$ cat src/rtl/axil_uart_lite.sv
// AXI4-Lite UART (8N1, fixed baud) with TX/RX FIFOs, register-compatible with
// the UART Lite driver: RX FIFO 0x0, TX FIFO 0x4, STAT 0x8, CTRL 0xC.
module axil_uart_lite #(
  parameter int unsigned CLK_FREQ_HZ = 50_000_000,
  parameter int unsigned BAUD        = 115200,
  parameter int unsigned FIFO_DEPTH  = 16
) (
  input  logic        core_clk_i,
  input  logic        core_rst_i,
  input  logic [3:0]  s_axi_awaddr,
  input  logic        s_axi_awvalid,
  output logic        s_axi_awready,
  input  logic [31:0] s_axi_wdata,
  input  logic [3:0]  s_axi_wstrb,
  input  logic        s_axi_wvalid,
  output logic        s_axi_wready,
  output logic [1:0]  s_axi_bresp,
  output logic        s_axi_bvalid,
  input  logic        s_axi_bready,
  input  logic [3:0]  s_axi_araddr,
  input  logic        s_axi_arvalid,
  output logic        s_axi_arready,
  output logic [31:0] s_axi_rdata,
  output logic [1:0]  s_axi_rresp,
  output logic        s_axi_rvalid,
  input  logic        s_axi_rready,
  input  logic        uart_rx_i,
  output logic        uart_tx_o,
  output logic        uart_int_o
);

  localparam int unsigned CLKS_PER_BIT = CLK_FREQ_HZ / BAUD;
  localparam int unsigned CNT_W        = $clog2(CLKS_PER_BIT);
  localparam int unsigned PTR_W        = $clog2(FIFO_DEPTH);
  localparam int unsigned LVL_W        = PTR_W + 1;

  localparam logic [CNT_W-1:0] BIT_END  = CNT_W'(CLKS_PER_BIT - 1);
  localparam logic [CNT_W-1:0] HALF_END = CNT_W'(CLKS_PER_BIT / 2 - 1);
  localparam logic [LVL_W-1:0] LVL_FULL = LVL_W'(FIFO_DEPTH);

  localparam logic [1:0] A_RX   = 2'd0;
  localparam logic [1:0] A_TX   = 2'd1;
  localparam logic [1:0] A_STAT = 2'd2;
  localparam logic [1:0] A_CTRL = 2'd3;

  typedef enum logic {TX_IDLE, TX_SEND} tx_state_e;
  typedef enum logic [2:0] {RX_IDLE, RX_START, RX_DATA, RX_STOP, RX_WAIT_HIGH} rx_state_e;

  // AXI handshake and register state
  logic        bvalid_q, rvalid_q;
  logic [31:0] rdata_q, rd_data_c;
  logic        intr_en_q, overrun_q, frame_q;
  logic        rx_ne_prev_q, tx_e_prev_q, int_q;
  logic        wr_acc_c, rd_acc_c, ctrl_wr_c, stat_rd_c;
  logic [7:0]  stat_c;

  // FIFO state
  logic [7:0]       tx_mem_q [FIFO_DEPTH];
  logic [PTR_W-1:0] tx_wr_q, tx_rd_q;
  logic [LVL_W-1:0] tx_lvl_q;
  logic             tx_empty_c, tx_full_c, tx_push_c, tx_push_ok_c, tx_pop_c, tx_clr_c;
  logic [7:0]       tx_head_c;

  logic [7:0]       rx_mem_q [FIFO_DEPTH];
  logic [PTR_W-1:0] rx_wr_q, rx_rd_q;
  logic [LVL_W-1:0] rx_lvl_q;
  logic             rx_empty_c, rx_full_c, rx_push_c, rx_push_ok_c, rx_pop_c, rx_clr_c;
  logic [7:0]       rx_head_c;
  logic             overrun_set_c, frame_set_c;

  // TX shifter
  tx_state_e        tx_state_q, tx_state_d;
  logic [8:0]       tx_shift_q, tx_shift_d;
  logic [3:0]       tx_bit_q, tx_bit_d;
  logic [CNT_W-1:0] tx_cnt_q, tx_cnt_d;
  logic             tx_line_q, tx_line_d, tx_load_c;

  // RX sampler
  rx_state_e        rx_state_q, rx_state_d;
  logic [CNT_W-1:0] rx_cnt_q, rx_cnt_d;
  logic [2:0]       rx_bit_q, rx_bit_d;
  logic [7:0]       rx_byte_q, rx_byte_d;
  logic             rx_meta_q, rx_sync_q;

  logic unused_c;
  assign unused_c = ^{s_axi_wstrb, s_axi_wdata[31:8], s_axi_awaddr[1:0], s_axi_araddr[1:0]};

  assign wr_acc_c      = s_axi_awvalid & s_axi_wvalid & ~bvalid_q;
  assign rd_acc_c      = s_axi_arvalid & ~rvalid_q;
  assign s_axi_awready = wr_acc_c;
  assign s_axi_wready  = wr_acc_c;
  assign s_axi_arready = ~rvalid_q;
  assign s_axi_bvalid  = bvalid_q;
  assign s_axi_bresp   = 2'b00;
  assign s_axi_rvalid  = rvalid_q;
  assign s_axi_rdata   = rdata_q;
  assign s_axi_rresp   = 2'b00;
  assign uart_tx_o     = tx_line_q;
  assign uart_int_o    = int_q;

  assign tx_push_c = wr_acc_c & (s_axi_awaddr[3:2] == A_TX);
  assign ctrl_wr_c = wr_acc_c & (s_axi_awaddr[3:2] == A_CTRL);
  assign tx_clr_c  = ctrl_wr_c & s_axi_wdata[0];
  assign rx_clr_c  = ctrl_wr_c & s_axi_wdata[1];
  assign stat_rd_c = rd_acc_c & (s_axi_araddr[3:2] == A_STAT);
  assign rx_pop_c  = rd_acc_c & (s_axi_araddr[3:2] == A_RX) & ~rx_empty_c;

  assign tx_empty_c   = (tx_lvl_q == '0);
  assign tx_full_c    = (tx_lvl_q == LVL_FULL);
  assign tx_head_c    = tx_mem_q[tx_rd_q];
  assign tx_push_ok_c = tx_push_c & (~tx_full_c | tx_pop_c);

  assign rx_empty_c    = (rx_lvl_q == '0);
  assign rx_full_c     = (rx_lvl_q == LVL_FULL);
  assign rx_head_c     = rx_mem_q[rx_rd_q];
  assign rx_push_ok_c  = rx_push_c & (~rx_full_c | rx_pop_c);
  assign overrun_set_c = rx_push_c & rx_full_c & ~rx_pop_c;

  assign stat_c = {1'b0, frame_q, overrun_q, intr_en_q, tx_full_c, tx_empty_c, rx_full_c, ~rx_empty_c};

  always_comb begin : rd_mux
    rd_data_c = '0;
    case (s_axi_araddr[3:2])
      A_RX:    if (!rx_empty_c) rd_data_c = {24'd0, rx_head_c};
      A_STAT:  rd_data_c = {24'd0, stat_c};
      default: rd_data_c = '0;
    endcase
  end

  // Clearing a FIFO takes priority over any push/pop in the same cycle
  always_ff @(posedge core_clk_i) begin : tx_fifo_ptrs
    if (core_rst_i || tx_clr_c) begin
      tx_wr_q  <= '0;
      tx_rd_q  <= '0;
      tx_lvl_q <= '0;
    end else begin
      if (tx_push_ok_c) tx_wr_q <= tx_wr_q + PTR_W'(1);
      if (tx_pop_c)     tx_rd_q <= tx_rd_q + PTR_W'(1);
      tx_lvl_q <= tx_lvl_q + LVL_W'(tx_push_ok_c) - LVL_W'(tx_pop_c);
    end
  end

  always_ff @(posedge core_clk_i) begin : tx_fifo_mem
    if (tx_push_ok_c) tx_mem_q[tx_wr_q] <= s_axi_wdata[7:0];
  end

  always_ff @(posedge core_clk_i) begin : rx_fifo_ptrs
    if (core_rst_i || rx_clr_c) begin
      rx_wr_q  <= '0;
      rx_rd_q  <= '0;
      rx_lvl_q <= '0;
    end else begin
      if (rx_push_ok_c) rx_wr_q <= rx_wr_q + PTR_W'(1);
      if (rx_pop_c)     rx_rd_q <= rx_rd_q + PTR_W'(1);
      rx_lvl_q <= rx_lvl_q + LVL_W'(rx_push_ok_c) - LVL_W'(rx_pop_c);
    end
  end

  always_ff @(posedge core_clk_i) begin : rx_fifo_mem
    if (rx_push_ok_c) rx_mem_q[rx_wr_q] <= rx_byte_q;
  end

  always_ff @(posedge core_clk_i) begin : regs
    if (core_rst_i) begin
      bvalid_q     <= 1'b0;
      rvalid_q     <= 1'b0;
      rdata_q      <= '0;
      intr_en_q    <= 1'b0;
      overrun_q    <= 1'b0;
      frame_q      <= 1'b0;
      rx_ne_prev_q <= 1'b0;
      tx_e_prev_q  <= 1'b1;
      int_q        <= 1'b0;
    end else begin
      if (wr_acc_c)          bvalid_q <= 1'b1;
      else if (s_axi_bready) bvalid_q <= 1'b0;
      if (rd_acc_c) begin
        rvalid_q <= 1'b1;
        rdata_q  <= rd_data_c;
      end else if (s_axi_rready) begin
        rvalid_q <= 1'b0;
      end
      if (ctrl_wr_c) intr_en_q <= s_axi_wdata[4];
      // A new error in the same cycle as a STAT read survives the clear
      overrun_q    <= overrun_set_c | (overrun_q & ~stat_rd_c);
      frame_q      <= frame_set_c | (frame_q & ~stat_rd_c);
      rx_ne_prev_q <= ~rx_empty_c;
      tx_e_prev_q  <= tx_empty_c;
      int_q        <= intr_en_q & ((~rx_empty_c & ~rx_ne_prev_q) | (tx_empty_c & ~tx_e_prev_q));
    end
  end

  always_ff @(posedge core_clk_i) begin : tx_state_reg
    if (core_rst_i) begin
      tx_state_q <= TX_IDLE;
      tx_shift_q <= '1;
      tx_bit_q   <= '0;
      tx_cnt_q   <= '0;
      tx_line_q  <= 1'b1;
    end else begin
      tx_state_q <= tx_state_d;
      tx_shift_q <= tx_shift_d;
      tx_bit_q   <= tx_bit_d;
      tx_cnt_q   <= tx_cnt_d;
      tx_line_q  <= tx_line_d;
    end
  end

  // Bit 0 is the start bit, 1..8 data, 9 stop; a waiting byte loads as the stop bit ends
  always_comb begin : tx_next
    tx_state_d = tx_state_q;
    tx_shift_d = tx_shift_q;
    tx_bit_d   = tx_bit_q;
    tx_cnt_d   = tx_cnt_q;
    tx_line_d  = tx_line_q;
    tx_load_c  = 1'b0;
    tx_pop_c   = 1'b0;
    case (tx_state_q)
      TX_IDLE: tx_load_c = ~tx_empty_c;
      TX_SEND: begin
        if (tx_cnt_q == BIT_END) begin
          tx_cnt_d = '0;
          if (tx_bit_q == 4'd9) begin
            tx_state_d = TX_IDLE;
            tx_load_c  = ~tx_empty_c;
          end else begin
            tx_line_d  = tx_shift_q[0];
            tx_shift_d = {1'b1, tx_shift_q[8:1]};
            tx_bit_d   = tx_bit_q + 4'd1;
          end
        end else begin
          tx_cnt_d = tx_cnt_q + CNT_W'(1);
        end
      end
      default: tx_state_d = TX_IDLE;
    endcase
    if (tx_load_c && !tx_clr_c) begin
      tx_pop_c   = 1'b1;
      tx_state_d = TX_SEND;
      tx_shift_d = {1'b1, tx_head_c};
      tx_line_d  = 1'b0;
      tx_bit_d   = '0;
      tx_cnt_d   = '0;
    end
  end

  always_ff @(posedge core_clk_i) begin : rx_state_reg
    if (core_rst_i) begin
      rx_meta_q  <= 1'b1;
      rx_sync_q  <= 1'b1;
      rx_state_q <= RX_IDLE;
      rx_cnt_q   <= '0;
      rx_bit_q   <= '0;
      rx_byte_q  <= '0;
    end else begin
      rx_meta_q  <= uart_rx_i;
      rx_sync_q  <= rx_meta_q;
      rx_state_q <= rx_state_d;
      rx_cnt_q   <= rx_cnt_d;
      rx_bit_q   <= rx_bit_d;
      rx_byte_q  <= rx_byte_d;
    end
  end

  // Half-bit qualify of the start bit, then sample at bit centres
  always_comb begin : rx_next
    rx_state_d  = rx_state_q;
    rx_cnt_d    = rx_cnt_q;
    rx_bit_d    = rx_bit_q;
    rx_byte_d   = rx_byte_q;
    rx_push_c   = 1'b0;
    frame_set_c = 1'b0;
    case (rx_state_q)
      RX_IDLE: begin
        if (!rx_sync_q) begin
          rx_state_d = RX_START;
          rx_cnt_d   = '0;
        end
      end
      RX_START: begin
        if (rx_cnt_q == HALF_END) begin
          rx_cnt_d   = '0;
          rx_bit_d   = '0;
          rx_state_d = rx_sync_q ? RX_IDLE : RX_DATA;
        end else begin
          rx_cnt_d = rx_cnt_q + CNT_W'(1);
        end
      end
      RX_DATA: begin
        if (rx_cnt_q == BIT_END) begin
          rx_cnt_d  = '0;
          rx_byte_d = {rx_sync_q, rx_byte_q[7:1]};
          if (rx_bit_q == 3'd7) rx_state_d = RX_STOP;
          else                  rx_bit_d   = rx_bit_q + 3'd1;
        end else begin
          rx_cnt_d = rx_cnt_q + CNT_W'(1);
        end
      end
      RX_STOP: begin
        if (rx_cnt_q == BIT_END) begin
          rx_cnt_d = '0;
          if (rx_sync_q) begin
            rx_push_c  = 1'b1;
            rx_state_d = RX_IDLE;
          end else begin
            frame_set_c = 1'b1;
            rx_state_d  = RX_WAIT_HIGH;
          end
        end else begin
          rx_cnt_d = rx_cnt_q + CNT_W'(1);
        end
      end
      RX_WAIT_HIGH: if (rx_sync_q) rx_state_d = RX_IDLE;
      default: rx_state_d = RX_IDLE;
    endcase
  end

endmodule

$ cat config.mk
export PLATFORM = sky130hd
export DESIGN_NAME = axil_uart_lite
export DESIGN_NICKNAME = d
export VERILOG_FILES = /design/src/rtl/axil_uart_lite.sv
export SDC_FILE = /design/constraint.sdc
export NUM_CORES = 1
export LEC_CHECK = 0
export CAP_MARGIN = 20
export CORE_AREA = 2 2 148 179
export DETAILED_ROUTE_END_ITERATION = 8
export DIE_AREA = 0 0 150 181
export PLACE_DENSITY = 0.89
export SLEW_MARGIN = 10
export SYNTH_ARGS = -nofsm -noshare
export SYNTH_HDL_FRONTEND = slang
export SYNTH_SLANG_ARGS = --single-unit
$ cat constraint.sdc
create_clock -name core_clk_i -period 4.3 [get_ports core_clk_i]
set_input_delay 0.86 -clock core_clk_i [delete_from_list [all_inputs] [get_ports core_clk_i]]
set_output_delay 0.86 -clock core_clk_i [all_outputs]
set_load 0.1 [all_outputs]
==> run summary <==
Top FF cell, synth: edfxtp_1
Nets: 1112
Core Area: 25300 um^2
HPWL after DPL: 19400 um
Max-cap viol count: 0
Critical path class: primary input to flip-flop
Gpl congestion: 0.857
Seq pwr share: 47.5%
Critical-path top delay cell: or4b_1
Skew-Pair Late Insertion Delay: 0.53 ns
Sw Pwr: 2130 uW
Hold path start: rx_meta_q$_SDFF_PP1_
Syn Std Cell Area: 14800 um^2
Met2 Use GR: 42.2%
Setup Buffers After CTS: 0
Worst clock skew: 0.0291 ns
Cell repeated most along the worst path: inv_1
Switching share of power: 25.9%
Number of fill cells: 1656
Row count: 64
Post-cts resize count: 0
Die Span Y: 181 um
Leading area contributor after synthesis: edfxtp_1
FMAX: 0.285 GHz
Via count: 8740
RSZ-0062 raised after global routing: false
H-tree depth: 2
Synth Area in Simple Gates: 9.44%
Largest net degree at the start of global routing: 34
Die Footprint: 27200 um^2
Final Routed Wirelength: 31700 um
First-pass GRT wire length: 49800 um
CTS tree: yes
Total GRT Usage: 23.9%
Ys async rst share: 0%
Worst setup SP type: primary input
Area delta synth->final: 11.8%
Power after layout: 8210 uW
Slew headroom: 25.2%
Crit path DAT: 3.88 ns
XOR/XNOR Fraction of Synth Area: 1.12%
Max incr delay on CP: 0.56 ns
Synth cell types: 69
Combinational Power Share: 14.7%
GR Util met3: 4.09%
Initial core utilization: 58.6%
# DRC: 0
Worst vdd ir: 0.374 mV
Worst Hold Class: flip-flop to flip-flop
Internal: 6080 uW
Initial antenna violation count: 0
CP Cell Sequence: clkdlybuf4s50_1, or4b_1, and3_1, nor2_2, inv_1, ha_1, inv_1, ha_1, inv_1, fa_1, nand2b_1, a21oi_1, o21ai_0, nor3b_1
Post-DP Area: 15400 um^2
Vias in the first global route: 8875
Seq cells post-synth: 354
Leakage: 0.00559 uW
Pwr dens: 495 nW/um^2
Chip width: 150 um
Post-synthesis adder-cell area fraction: 2.89%
CTS sink cnt: 354
M1 GR Usage: 29.6%
Proportion of layout cells with a drive suffix above 1: 15.4%
Most frequent cell after synthesis: edfxtp_1
CP endpoint kind: flip-flop
Final Core Density: 65.5%
Run status: finished clean
Wire per inst: 22.9 um
Largest family of logic cells by synthesized area: multiplexers
Total Neg Setup Slack: 0 ns
Yosys top cell area share: 51.8%
1st-pass router iterations: 5
Hold Vio Cnt, Final: 0
Crit. Startpoint: s_axi_araddr[3]
Clk pwr share: 37.8%
Cts hold-fix bufs: 0
Worst Tran Pin Value: 1.11 ns
Sequential area share after synthesis: 65.1%
ANT nets after route: 0
Number of synthesized flops with an enable pin: 256
PortBufs: 34
GRT overflow: 0
Clock root cell: clkbuf_16
Final setup fails: 0
Mux share of post-synthesis cell area: 12.3%
Compound-Gate Fraction of Synth Area: 5.55%
Synthesized instance count: 985
Fin crit period: 3.50 ns
YS warnings: 0
Crit Path Max Fanout: 8
Non-Filler Instances: 1383
DR iter-0 viols: 950
Reg2reg setup slack: 1.02 ns
Syn avg cell area: 15.1 um^2
Dpl cells: 1320
Cts bufs inserted: 34
Clk buf depth: 3
IO Pins: 95
CTS clock-pin slew for the worst setup and hold paths: 0.06 ns
Slew Viols, Final: 0
FF-to-FF Start: tx_cnt_q[3]$_SDFFE_PP0P_
Most frequent cells after synthesis: edfxtp_1 (256), dfxtp_1 (98), mux4_2 (64), nor2_1 (46), nand2_1 (36)
Tcrit/Tclk final: 81.5%
# diodes: 0
Post-route cell area: 16600 um^2
Critical path required time: 4.68 ns
Largest cells by area after synthesis: edfxtp_1 (52%), dfxtp_1 (13%), mux4_2 (9.7%)
Busiest grt layer: met2
Via density per instance: 6.32
## state kept, by name (all words and copies together) (netlist names), 4 cells and up, named ones only
register,cells
tx_cnt_q,9
rx_mem_q,128
tx_bit_q,4
rx_cnt_q,9
tx_rd_q,4
tx_mem_q,128
rx_byte_q,8
tx_shift_q,8
s_axi_rdata,8
rx_wr_q,4
rx_rd_q,4
tx_lvl_q,5
rx_lvl_q,5
tx_wr_q,4
## layout make-up
type                       count  area, um^2  area share, %
clock inverter                13         194           1.17
timing repair buffer          55         488           2.94
sequential                   354        9650           58.2
inverter                      32         120          0.724
multi-input combinational    550        4750           28.6
clock buffer                  49         968           5.84
tap                          330         413           2.49
## metal layers
layer / up-vias / routed length, um
met1: 4389 / 11900
met2: 420 / 16600
li1: 3829 / -
met3: 102 / 1960
met5: - / 0
met4: 0 / 1190
## metrics by stage
stage	hold slack (ns)	setup slack (ns)
2_1_floorplan	0.389	0.522
3_3_place_gp	0.435	0.331
3_5_place_dp	0.423	0.305
4_1_cts	0.449	0.819
5_1_grt	0.445	0.605
6_report	0.444	0.797
## worst max-delay path, delay by kind of cell
kind | cells | cell delay [ns]
AO/OA/AOI/OAI | 2 | 0.26
adder cells (fa/ha/maj) | 3 | 0.82
buffers and inverters | 4 | 0.63
AND/OR/NAND/NOR | 5 | 1.31
## worst paths after layout
path                                               end  cells past startpoint
worst max register to register  tx_lvl_q[4]$_SDFF_PP0_                     13
worst min register to register    rx_sync_q$_SDFF_PP1_                      1
worst max-delay path            rx_lvl_q[4]$_SDFF_PP0_                     14
worst min-delay path              rx_sync_q$_SDFF_PP1_                      1
## power by group through the flow
stage	logic [uW]	clock network [uW]	registers, uW
3_3_place_gp	1140	0	3970
2_1_floorplan	944	0	3930
5_1_grt	1300	3260	3920
4_1_cts	1200	3130	3900
3_5_place_dp	1180	0	3970
6_report	1200	3100	3900
## cells by family (layout without fill, tap and decap cells)
| family | count (synthesis) | count (layout) |
|---|---|---|
| flip-flops | 354 | 354 |
| AND/OR/NAND/NOR | 247 | 247 |
| AO/OA/AOI/OAI | 122 | 122 |
| buffers and inverters | 108 | 149 |
| multiplexers | 101 | 101 |
| adder cells (fa/ha/maj) | 33 | 33 |
| XOR/XNOR | 19 | 19 |
| other | 1 | 28 |
## layout by cell type, fill, tap and decap left out, types with 13 or more instances in the layout
master and instances:
nand2_1 36, and3_1 35, o21ai_0 14, edfxtp_1 256, nor2b_1 16, nor3_1 13, nor2_1 46, a21oi_1 28
conb_1 28, mux4_2 64, nand3_1 25, inv_1 32, a211oi_1 15, mux2i_1 28, buf_4 23, clkdlybuf4s50_1 31
dfxtp_1 97, clkbuf_16 35, ha_1 31
(Power assumes the default switching activity.)
